===== config.mk =====
export PLATFORM = sky130hd
export DESIGN_NAME = hps_reset_req_gen
export DESIGN_NICKNAME = d
export VERILOG_FILES = /design/src/rtl/hps_reset_pkg.sv /design/src/rtl/hps_reset_req_gen_sync_2ff.sv /design/src/rtl/hps_reset_req_gen.sv
export SDC_FILE = /design/constraint.sdc
export NUM_CORES = 1
export LEC_CHECK = 0
export CAP_MARGIN = 20
export CORE_MARGIN = 4
export CORE_UTILIZATION = 45
export CTS_CLUSTER_DIAMETER = 120
export DETAILED_ROUTE_END_ITERATION = 16
export PLACE_DENSITY = 0.73
export SLEW_MARGIN = 15
export SYNTH_ARGS = -nofsm -noshare
export SYNTH_HDL_FRONTEND = slang
export SYNTH_SLANG_ARGS = --single-unit

===== constraint.sdc =====
create_clock -name clk_clk -period 5.5 [get_ports clk_clk]
set_input_delay 0.55 -clock clk_clk [delete_from_list [all_inputs] [get_ports clk_clk]]
set_output_delay 0.55 -clock clk_clk [all_outputs]
set_load 0.01 [all_outputs]

===== src/rtl/hps_reset_pkg.sv =====
// Shared types and helpers for the HPS reset-request generator.
package hps_reset_pkg;

   localparam int CNT_W = 26;

   typedef enum logic [2:0] {
      ST_IDLE,
      ST_ASSERT,
      ST_WAIT_ACK,
      ST_WAIT_RELEASE,
      ST_HOLDOFF
   } state_t;

   typedef enum logic [1:0] {
      REQ_COLD  = 2'd0,
      REQ_WARM  = 2'd1,
      REQ_DEBUG = 2'd2
   } req_t;

   // Highest-priority rising source: cold > warm > debug.
   function automatic req_t pick_req(input logic [2:0] rise);
      if (rise[0])      return REQ_COLD;
      else if (rise[1]) return REQ_WARM;
      else              return REQ_DEBUG;
   endfunction

   // True when a source of lower priority than the selected one also rose.
   function automatic logic lower_rise(input logic [2:0] rise, input req_t sel);
      case (sel)
         REQ_COLD: return rise[1] | rise[2];
         REQ_WARM: return rise[2];
         default:  return 1'b0;
      endcase
   endfunction

endpackage


===== src/rtl/hps_reset_req_gen_sync_2ff.sv =====
// Two-flop synchroniser for asynchronous level inputs; both stages reset to RST_VAL.
// Latency 2 clk; no backpressure.
module sync_2ff #(
   parameter int   WIDTH   = 1,
   parameter logic RST_VAL = 1'b1
) (
   input  logic             i_clk,
   input  logic             i_rst_n,
   input  logic [WIDTH-1:0] i_d,
   output logic [WIDTH-1:0] o_q
);

   logic [WIDTH-1:0] r_meta;
   logic [WIDTH-1:0] r_sync;

   always_ff @(posedge i_clk or negedge i_rst_n) begin
      if (!i_rst_n) begin
         r_meta <= {WIDTH{RST_VAL}};
         r_sync <= {WIDTH{RST_VAL}};
      end else begin
         r_meta <= i_d;
         r_sync <= r_meta;
      end
   end

   assign o_q = r_sync;

endmodule


===== src/rtl/hps_reset_req_gen.sv =====
// Turns rising edges on the exported reset sources into one prioritised active-low HPS reset request pulse.
// Source high at edge N gives req_n low after edge N+3; edges seen while busy are dropped, never queued.
module hps_reset_req_gen
   import hps_reset_pkg::*;
#(
   parameter int unsigned PULSE_CYCLES   = 64,
   parameter int unsigned ACK_TIMEOUT    = 1000000,
   parameter int unsigned HOLDOFF_CYCLES = 1024
) (
   input  logic       clk_clk,
   input  logic       reset_reset_n,
   input  logic [2:0] issp_src,
   input  logic       h2f_reset_n,
   output logic       f2h_cold_reset_req_n,
   output logic       f2h_warm_reset_req_n,
   output logic       f2h_debug_reset_req_n,
   output logic       busy,
   output logic       req_dropped,
   output logic       ack_timeout
);

   localparam logic [CNT_W-1:0] PULSE_LAST   = CNT_W'(PULSE_CYCLES - 1);
   localparam logic [CNT_W-1:0] ACK_LAST     = CNT_W'(ACK_TIMEOUT - 1);
   localparam logic [CNT_W-1:0] HOLDOFF_LAST = CNT_W'(HOLDOFF_CYCLES - 1);

   logic [2:0]       w_src_sync;
   logic [2:0]       r_src_prev;
   logic [2:0]       w_rise;
   logic             w_h2f_sync;

   state_t           r_state;
   state_t           w_state_nxt;
   req_t             r_type;
   req_t             w_type_nxt;
   logic [CNT_W-1:0] r_cnt;
   logic             r_ack_timeout;
   logic             w_ack_timeout_nxt;
   logic             r_req_dropped;
   logic             w_req_dropped_nxt;
   logic             r_cold_n;
   logic             r_warm_n;
   logic             r_debug_n;

   sync_2ff #(.WIDTH(3), .RST_VAL(1'b1)) u_src_sync (
      .i_clk   (clk_clk),
      .i_rst_n (reset_reset_n),
      .i_d     (issp_src),
      .o_q     (w_src_sync)
   );

   sync_2ff #(.WIDTH(1), .RST_VAL(1'b1)) u_h2f_sync (
      .i_clk   (clk_clk),
      .i_rst_n (reset_reset_n),
      .i_d     (h2f_reset_n),
      .o_q     (w_h2f_sync)
   );

   // History resets high so a source already asserted at reset release is not an edge.
   always_ff @(posedge clk_clk or negedge reset_reset_n) begin
      if (!reset_reset_n) r_src_prev <= 3'b111;
      else                r_src_prev <= w_src_sync;
   end

   assign w_rise = w_src_sync & ~r_src_prev;

   always_comb begin
      w_state_nxt       = r_state;
      w_type_nxt        = r_type;
      w_ack_timeout_nxt = r_ack_timeout;
      w_req_dropped_nxt = 1'b0;
      case (r_state)
         ST_IDLE: begin
            if (|w_rise) begin
               w_type_nxt        = pick_req(w_rise);
               w_req_dropped_nxt = lower_rise(w_rise, pick_req(w_rise));
               w_ack_timeout_nxt = 1'b0;
               w_state_nxt       = ST_ASSERT;
            end
         end
         ST_ASSERT: begin
            w_req_dropped_nxt = |w_rise;
            if (r_cnt == PULSE_LAST)
               w_state_nxt = (r_type == REQ_DEBUG) ? ST_HOLDOFF : ST_WAIT_ACK;
         end
         ST_WAIT_ACK: begin
            w_req_dropped_nxt = |w_rise;
            if (!w_h2f_sync) begin
               w_state_nxt = ST_WAIT_RELEASE;
            end else if (r_cnt == ACK_LAST) begin
               w_ack_timeout_nxt = 1'b1;
               w_state_nxt       = ST_HOLDOFF;
            end
         end
         ST_WAIT_RELEASE: begin
            w_req_dropped_nxt = |w_rise;
            if (w_h2f_sync) w_state_nxt = ST_HOLDOFF;
         end
         ST_HOLDOFF: begin
            w_req_dropped_nxt = |w_rise;
            if (r_cnt == HOLDOFF_LAST) w_state_nxt = ST_IDLE;
         end
         default: w_state_nxt = ST_IDLE;
      endcase
   end

   always_ff @(posedge clk_clk or negedge reset_reset_n) begin
      if (!reset_reset_n) begin
         r_state       <= ST_IDLE;
         r_type        <= REQ_COLD;
         r_cnt         <= '0;
         r_ack_timeout <= 1'b0;
         r_req_dropped <= 1'b0;
         r_cold_n      <= 1'b1;
         r_warm_n      <= 1'b1;
         r_debug_n     <= 1'b1;
      end else begin
         r_state       <= w_state_nxt;
         r_type        <= w_type_nxt;
         r_ack_timeout <= w_ack_timeout_nxt;
         r_req_dropped <= w_req_dropped_nxt;
         if (w_state_nxt != r_state)
            r_cnt <= '0;
         else if (r_state != ST_IDLE)
            r_cnt <= r_cnt + CNT_W'(1);
         // Decoded from the current state so each pulse spans exactly the ASSERT residency.
         r_cold_n  <= !((r_state == ST_ASSERT) && (r_type == REQ_COLD));
         r_warm_n  <= !((r_state == ST_ASSERT) && (r_type == REQ_WARM));
         r_debug_n <= !((r_state == ST_ASSERT) && (r_type == REQ_DEBUG));
      end
   end

   assign f2h_cold_reset_req_n  = r_cold_n;
   assign f2h_warm_reset_req_n  = r_warm_n;
   assign f2h_debug_reset_req_n = r_debug_n;
   assign busy                  = (r_state != ST_IDLE);
   assign req_dropped           = r_req_dropped;
   assign ack_timeout           = r_ack_timeout;

endmodule


==> results of run 1 <==
-- layer usage --
metal,vias to the layer above,global-route usage,share of wire
li1,781,-,-
met1,795,0.207,0.47
met2,26,0.231,0.47
met3,8,0.0317,0.026
met4,0,0.0670,0.024
met5,-,0,0
-- worst paths after layout --
check,startpoint,endpoint,slack (ns),depth (start not counted)
max,r_state[1]$_DFF_PN0_,busy,2.85,3
min,reset_reset_n,r_cnt[6]$_DFFE_PN0P_,0.16,1
max reg2reg,r_cnt[0]$_DFFE_PN0P_,r_cnt[9]$_DFFE_PN0P_,3.09,7
min reg2reg,u_src_sync.r_meta[0]$_DFF_PN1_,u_src_sync.o_q[0]$_DFF_PN1_,0.36,0
max in group asynchronous,reset_reset_n,u_src_sync.o_q[1]$_DFF_PN1_,4.78,2
min in group clk_clk,u_src_sync.r_meta[0]$_DFF_PN1_,u_src_sync.o_q[0]$_DFF_PN1_,0.36,0
-- critical path: stages (launching register included) --
cell,delay (ns)
dfrtp_1,0.52
nor3_4,0.40
clkinv_1,0.32
clkdlybuf4s50_1,0.56
-- state kept, by name, summed over array words and instances, names as in the netlist --
register,flops
r_cnt,26
r_src_prev,3
r_state,3
u_src_sync.o_q,3
u_src_sync.r_meta,3
r_type,2
ack_timeout,1
f2h_cold_reset_req_n,1
f2h_debug_reset_req_n,1
f2h_warm_reset_req_n,1
req_dropped,1
u_h2f_sync.o_q,1
u_h2f_sync.r_meta,1
-- layout make-up --
| class | instances | share of cell area |
|---|---|---|
| Clock buffer | 5 | 0.0270 |
| Inverter | 5 | 0.00735 |
| Tap cell | 67 | 0.0328 |
| Multi-Input combinational cell | 161 | 0.399 |
| Sequential cell | 47 | 0.468 |
| Timing Repair Buffer | 12 | 0.0490 |
| Clock inverter | 3 | 0.0172 |
-- power breakdown --
part	total, mW	switching, mW	internal (mW)
sequential	0.426	0.0363	0.390
clock	0.252	0.117	0.135
combinational	0.124	0.0639	0.0602
-- synth_stat cells, types with 2 or more instances --
cell type,n
nor2_1,38
dfrtp_1,33
nand2_1,18
dfstp_2,14
xor2_1,14
nor3_1,13
nand3_1,12
xnor2_1,11
o21ai_0,5
inv_1,4
nor2b_1,4
a21oi_1,3
and3_1,3
nand4_1,3
or4_1,3
and2_1,2
buf_4,2
buf_6,2
nand2b_1,2
nor4_1,2
o21bai_1,2
-- through the flow --
step / utilization / hold WS, ns / cells
after global placement: 0.502 / 0.346 / 291
after detailed placement: 0.502 / 0.349 / 291
after CTS: 0.526 / 0.361 / 299
final: 0.530 / 0.159 / 300
after floorplan: - / 0.254 / 217
after global routing: 0.530 / 0.191 / 300
-- cell families (layout without fill, tap and decap cells) --
kind of cell / Yosys count / count (layout) / share of synthesized area
compound gates: 17 / 17 / 0.0574
xor+xnor: 25 / 25 / 0.0965
fa+ha+maj: 1 / 1 / 0.00551
buf+inv: 9 / 25 / 0.0248
flops: 47 / 47 / 0.526
mux: 1 / 1 / 0.00441
simple gates: 117 / 117 / 0.285
==> results.py, run 1 <==
metrics = {
    "timing": {
        "clock_skew_ns": 0.0107,
        "drv_slew": 0,
        "setup_tns_ns": 0,
        "timing.fmax_mhz": 377,
        "hold_viol_final": 0,
        "tightest_slew_ns": 0.791,
        "post-route-period-util": 0.482,
        "max-slew-margin-rel": 0.469,
        "finalSetupViolCount": 0,
        "finalCriticalPeriod_ns": 2.65,
        "setup_slack_ns": 2.85,
        "rsz0062_at_grt": "false",
    },
    "cts": {
        "cts_setup_buffers": 0,
        "htreeDepth": 2,
        "clock_latency_ns": 0.31,
        "clockBufferDepth": 2,
        "cts_tree": "yes",
        "cts_resized": 0,
        "ctsHoldBuffers": 0,
        "path_clk_slew_ns": 0.09,
        "cts_buffers": 5,
        "cts_root_buf": "clkbuf_8",
        "cts_sinks": 47,
    },
    "yosys": {
        "syn_inst": 217,
        "synth_edf_count": 0,
        "ys_warn_count": 0,
        "synth_top_area_frac": 0.364,
        "synthTopCellsByArea": "dfrtp_1 (36%), dfstp_2 (16%), nor2_1 (6.3%), xor2_1 (5.4%), xnor2_1 (4.2%)",
        "synthDistinctLibCells": 48,
        "synth_flop_cell": "dfrtp_1",
        "seq_area_frac_synth": 0.526,
        "syn_area_sq_um": 2270,
        "synth_fp_nets": 224,
        "synth_top_area_cell": "dfrtp_1",
        "avgSynthCellArea_sq_um": 10.5,
        "ys_ff_latch": 47,
        "synthArstFlopShare": 1.00,
    },
    "final_layout": {
        "area_growth_pct": 12.5,
        "design_area_sq_um": 2550,
        "antenna_cells": 0,
        "seq_area_sq_um": 1190,
        "fill_cells": 427,
        "nNetsFinal": 239,
        "layout_commonest_cell": "nor2_1",
        "drive_gt1_frac": 0.159,
        "layout_common_cells": "nor2_1 (38), dfrtp_1 (33), nand2_1 (18)",
        "multi_input_area_sq_um": 1020,
    },
    "place": {
        "routabilityCongestion": 0.909,
        "port_buffers": 11,
        "place_ws_ns": 3.11,
        "place_area_sq_um": 2420,
        "dpl.hpwl_mm": 2.88,
    },
    "drt": {
        "vias_per_cell": 5.37,
        "wire_per_inst_um": 13.4,
        "drt_iter0_drc": 77,
        "drtPass1Iterations": 4,
        "ant_nets": 0,
        "drcViolationCount": 0,
        "wl_mm": 4.03,
        "vias": 1610,
    },
    "pwr": {
        "power.density_nw_per_um2": 314,
        "p_leak_nw": 1.08,
        "vdd_drop_max_v": 0.000173,
        "power_mw": 0.802,
    },
    "min_path": {
        "hp-class": "input port to async pin",
    },
    "floorplanning": {
        "rows": 25,
        "io_pins": 12,
        "die_area_sq_um": 6240,
        "die_h_um": 79,
        "core_area_sq_um": 4820,
        "die-width_um": 79,
        "start_util": 0.471,
    },
    "setup_path": {
        "critical_path_required_ns": 4.95,
        "cp.arrival_ns": 2.10,
        "critPathLaunchType": "register",
        "path_class": "register to output pin",
        "critPathMaxFanout": 10,
        "critPathCaptureType": "output pin",
    },
    "status": {
        "status": "finished, final reports clean",
    },
    "global_routing": {
        "grt_max_degree": 48,
        "grt_overflow": 0,
        "grt_use_total": 0.151,
        "grt_pass1_wl_mm": 7.39,
        "grt_antenna_before_repair": 0,
        "grt_pass1_vias": 1580,
    },
    "run": {
        "drv_cap": 0,
    },
}
(Power assumes the default switching activity.)
==> run 2: changes to the inputs <==
--- a/config.mk
+++ b/config.mk
@@ -10,7 +10,7 @@
 export CORE_UTILIZATION = 45
 export CTS_CLUSTER_DIAMETER = 120
 export DETAILED_ROUTE_END_ITERATION = 16
-export PLACE_DENSITY = 0.73
+export PLACE_DENSITY = 0.75
 export SLEW_MARGIN = 15
 export SYNTH_ARGS = -nofsm -noshare
 export SYNTH_HDL_FRONTEND = slang
==> constraint.sdc (replaced) <==
create_clock -name clk_clk -period 2.37 [get_ports clk_clk]
set_input_delay 0.237 -clock clk_clk [delete_from_list [all_inputs] [get_ports clk_clk]]
set_output_delay 0.237 -clock clk_clk [all_outputs]
set_load 0.01 [all_outputs]
==> results.py, run 2 (synthesis gave the netlist of run 1 again) <==
metrics = {
    "global_routing": {
        "grt_use_total": 0.157,
        "grt_max_degree": 21,
        "grt_overflow": 0,
        "grt_antenna_before_repair": 0,
        "grt_pass1_wl_mm": 7.76,
        "grt_pass1_vias": 1689,
    },
    "pwr": {
        "power_mw": 1.83,
        "vdd_drop_max_v": 0.000489,
        "p_sw_frac": 0.275,
        "power.internal_mw": 1.33,
        "pwr-share-seq": 0.536,
        "p_leak_nw": 1.12,
        "p_sw_mw": 0.504,
        "share_comb_of_total_power": 0.165,
        "power_frac_clock": 0.299,
        "power.density_nw_per_um2": 699,
    },
    "final_layout": {
        "nNetsFinal": 249,
        "max_flop_register": "r_cnt",
        "multi_input_area_sq_um": 1030,
        "fill_cells": 453,
        "antenna_cells": 0,
        "largest_reg_flops": 26,
        "layout_common_cells": "nor2_1 (38), dfrtp_1 (33), nand2_1 (18)",
        "area_growth_pct": 15.6,
        "drive_gt1_frac": 0.193,
        "final_cells": 310,
        "seq_area_sq_um": 1190,
        "layout_commonest_cell": "nor2_1",
    },
    "timing": {
        "finalSetupViolCount": 0,
        "setup_slack_ns": 0.117,
        "timing.fmax_mhz": 444,
        "clock_skew_ns": 0.0122,
        "tightest_slew_ns": 0.408,
        "hold_slack_ns": 0.310,
        "rsz0062_at_grt": "false",
        "finalCriticalPeriod_ns": 2.25,
        "max-slew-margin-rel": 0.726,
        "drv_slew": 0,
        "post-route-period-util": 0.951,
        "setup_tns_ns": 0,
        "hold_viol_final": 0,
    },
    "status": {
        "status": "finished, final reports clean",
    },
    "min_path": {
        "hp-class": "input port to async pin",
    },
    "cts": {
        "path_clk_slew_ns": 0.09,
        "clock_latency_ns": 0.30,
        "clockBufferDepth": 2,
        "cts_tree": "yes",
        "cts_setup_buffers": 0,
        "cts_root_buf": "clkbuf_8",
        "htreeDepth": 2,
        "cts_buffers": 5,
        "cts_sinks": 47,
    },
    "drt": {
        "wl_mm": 4.20,
        "drtPass1Iterations": 4,
        "drt_iter0_drc": 132,
        "vias": 1601,
        "vias_per_cell": 5.16,
        "ant_nets": 0,
        "drcViolationCount": 0,
        "wire_per_inst_um": 13.5,
    },
    "setup_path": {
        "critPathLaunchType": "register",
        "path_class": "register to register",
        "critPathMaxFanout": 7,
        "critPathCaptureType": "register",
        "critical_path_required_ns": 2.55,
        "cp.arrival_ns": 2.44,
    },
    "floorplanning": {
        "die_h_um": 79,
        "die-width_um": 79,
        "start_util": 0.471,
        "core_area_sq_um": 4820,
        "rows": 25,
        "io_pins": 12,
        "die_area_sq_um": 6240,
    },
    "place": {
        "dpl.hpwl_mm": 3.08,
        "routabilityCongestion": 0.785,
        "place_ws_ns": 0.0647,
        "post-place-cells": 301,
        "port_buffers": 11,
    },
    "run": {
        "drv_cap": 0,
    },
}
run 2: routing by layer:
metal  global-route usage  vias to the layer above  share of wire
li1                     -                      797              -
met1                0.206                      778           0.47
met2                0.256                       19           0.49
met3               0.0317                        7          0.025
met4               0.0584                        0          0.020
met5                    0                        -              0
run 2: power by group through the flow:
| stage | sequential (mW) | combinational, mW | clock [mW] |
|---|---|---|---|
| after global placement | 0.993 | 0.296 | 0 |
| after CTS | 0.982 | 0.307 | 0.563 |
| after global routing | 0.997 | 0.346 | 0.590 |
| after floorplan | 0.989 | 0.189 | 0 |
| final | 0.982 | 0.303 | 0.549 |
| after detailed placement | 0.997 | 0.305 | 0 |
run 2: area by class of cell:
cell class	count	share of cell area
sequential	47	0.455
clock inverter	2	0.00620
tap	67	0.0320
clock buffer	6	0.0358
timing repair buffer	22	0.0725
inverter	5	0.00716
multi-input combinational	161	0.391
run 2: path summary, 6_finish.rpt:
check | from | end | slack, ns | cells after the start
min in group clk_clk | issp_src[1] | u_src_sync.r_meta[1]$_DFF_PN1_ | 0.33 | 1
worst min-delay path | reset_reset_n | r_cnt[11]$_DFFE_PN0P_ | 0.31 | 2
worst min register to register | u_src_sync.r_meta[1]$_DFF_PN1_ | u_src_sync.o_q[1]$_DFF_PN1_ | 0.36 | 0
worst max-delay path | r_cnt[0]$_DFFE_PN0P_ | r_cnt[10]$_DFFE_PN0P_ | 0.12 | 7
worst max register to register | r_cnt[0]$_DFFE_PN0P_ | r_cnt[10]$_DFFE_PN0P_ | 0.12 | 7
max in group asynchronous | reset_reset_n | r_src_prev[1]$_DFF_PN1_ | 1.47 | 3
run 2: worst max-delay path, cell delays in order (launching register included):
cell      delay [ns]
dfrtp_1         0.41
ha_2            0.22
nor4b_2         0.22
nand4_2         0.16
or4_1           0.56
and3_4          0.21
o211ai_4        0.26
nor2_1          0.10
run 2: stage by stage:
stage / util / area [sq um]
detailed placement: 0.518 / 2490
CTS: 0.543 / 2620
floorplan: - / 2270
finish: 0.544 / 2620
global placement: 0.518 / 2490
global route: 0.544 / 2620
run 2: timing repair:
item | in CTS | in global routing
setup endpoints to repair | 0 | 26
endpoints found under the hold margin | 5 | 0
hold buffers | 1 | 0
gates resized for setup | 0 | 2
==> run 3: changes to the inputs <==
--- a/config.mk
+++ b/config.mk
@@ -6,7 +6,6 @@
 export NUM_CORES = 1
 export LEC_CHECK = 0
 export CAP_MARGIN = 20
-export CORE_MARGIN = 4
 export CORE_UTILIZATION = 45
 export CTS_CLUSTER_DIAMETER = 120
 export DETAILED_ROUTE_END_ITERATION = 16
==> results.py, run 3 (synthesis gave the netlist of run 1 again) <==
metrics = {
    "timing": {
        "tightest_slew_ns": 0.431,
        "clock_skew_ns": 0.00541,
        "hold_viol_final": 0,
        "setup_slack_ns": 0.115,
        "max-slew-margin-rel": 0.711,
        "finalSetupViolCount": 0,
        "finalCriticalPeriod_ns": 2.25,
        "setup_tns_ns": 0,
        "rsz0062_at_grt": "false",
        "post-route-period-util": 0.951,
        "hold_slack_ns": 0.323,
        "drv_slew": 0,
        "timing.fmax_mhz": 443,
    },
    "drt": {
        "ant_nets": 0,
        "vias_per_cell": 5.27,
        "wl_mm": 4.35,
        "drtPass1Iterations": 4,
        "drcViolationCount": 0,
        "vias": 1639,
        "drt_iter0_drc": 86,
        "wire_per_inst_um": 14.0,
    },
    "pwr": {
        "vdd_drop_max_v": 0.000461,
        "p_leak_nw": 1.13,
        "power.density_nw_per_um2": 726,
    },
    "final_layout": {
        "area_growth_pct": 16.6,
        "layout_commonest_cell": "nor2_1",
        "drive_gt1_frac": 0.197,
        "layout_common_cells": "nor2_1 (38), dfrtp_1 (33), nand2_1 (18)",
        "antenna_cells": 0,
        "fill_cells": 401,
        "largest_reg_flops": 26,
        "multi_input_area_sq_um": 1030,
        "max_flop_register": "r_cnt",
        "nNetsFinal": 250,
        "seq_area_sq_um": 1190,
        "design_area_sq_um": 2650,
        "utilization": 0.553,
    },
    "place": {
        "dpl.hpwl_mm": 3.12,
        "port_buffers": 11,
        "place_ws_ns": 0.0559,
        "place_area_sq_um": 2490,
        "routabilityCongestion": 0.873,
    },
    "status": {
        "status": "finished, final reports clean",
    },
    "floorplanning": {
        "start_util": 0.474,
        "die_area_sq_um": 5330,
        "rows": 25,
        "die_h_um": 73,
        "io_pins": 12,
        "die-width_um": 73,
        "core_area_sq_um": 4790,
    },
    "global_routing": {
        "grt_pass1_vias": 1558,
        "top_usage_layer": "met2",
        "grt_pass1_wl_mm": 7.21,
        "grt_use_total": 0.180,
        "use_met3": 0.0456,
        "grt_use_met1": 0.239,
        "grt_overflow": 0,
        "grt_max_degree": 20,
        "grt_antenna_before_repair": 0,
        "met2_usage": 0.277,
    },
    "cts": {
        "path_clk_slew_ns": 0.09,
        "cts_tree": "yes",
        "clockBufferDepth": 2,
        "clock_latency_ns": 0.31,
        "htreeDepth": 2,
        "cts_buffers": 5,
        "cts_root_buf": "clkbuf_8",
        "cts_sinks": 47,
    },
    "setup_path": {
        "path_class": "register to register",
        "critPathMaxFanout": 7,
        "critPathLaunchType": "register",
        "cp.arrival_ns": 2.44,
        "slowest_stage": "or4_1",
        "critPathCaptureType": "register",
        "critical_path_required_ns": 2.56,
        "crit_chain": "ha_2 -> nor4b_4 -> nand4_2 -> or4_1 -> and3_4 -> o211ai_4 -> nor2_1",
        "cpPeakStageDelay_ns": 0.55,
    },
    "run": {
        "drv_cap": 0,
    },
    "min_path": {
        "hp-class": "input port to register",
    },
}
## run 3: where the power goes
group          internal [mW]  switching (mW)  leakage (nW)  total, mW
combinational          0.167           0.162         0.480      0.329
clock                  0.320           0.283        0.0587      0.602
sequential             0.904          0.0841         0.590      0.988
total                   1.39           0.529          1.13       1.92
## run 3: critical path: cells and delay by family (launching register included)
| family | cells | cell delay, ns |
|---|---|---|
| flops | 1 | 0.43 |
| simple gates | 5 | 1.21 |
| fa+ha+maj | 1 | 0.23 |
| compound gates | 1 | 0.26 |
## run 3: stage by stage
step | total power, mW | std cells
floorplan | 1.18 | 217
global placement | 1.29 | 301
detailed placement | 1.31 | 301
CTS | 1.91 | 310
global route | 2.01 | 311
finish | 1.92 | 311
## run 3: per-layer routing
metal  share of wire  routed length (um)  vias to the layer above
li1                -                   -                      797
met2            0.49                2110                       35
met1            0.46                1980                      797
met5               0                   0                        -
met3           0.037                 163                       10
met4           0.021                  90                        0
## run 3: what timing repair did
action                                  CTS  global route
resized for setup                         0             3
endpoints found under the setup margin    0            26
hold buffers                              1             0
endpoints found under the hold margin     7             0
buffers inserted                          0             1
## run 3: path summary, 6_finish.rpt
path,startpoint,endpoint,slack (ns),cells after the start
worst min register to register,u_h2f_sync.r_meta$_DFF_PN1_,u_h2f_sync.o_q$_DFF_PN1_,0.36,0
worst max-delay path,r_cnt[0]$_DFFE_PN0P_,r_cnt[0]$_DFFE_PN0P_,0.12,7
max in group asynchronous,reset_reset_n,r_src_prev[0]$_DFF_PN1_,1.40,3
min in group asynchronous,reset_reset_n,req_dropped$_DFF_PN0_,0.34,2
worst min-delay path,h2f_reset_n,u_h2f_sync.r_meta$_DFF_PN1_,0.32,1
worst max register to register,r_cnt[0]$_DFFE_PN0P_,r_cnt[0]$_DFFE_PN0P_,0.12,7
## run 3: layout make-up
class                      count  share of cell area
sequential                    47               0.451
tap                           67              0.0317
clock inverter                 3              0.0180
multi-input combinational    161               0.391
timing repair buffer          23              0.0747
clock buffer                   5              0.0260
inverter                       5             0.00710
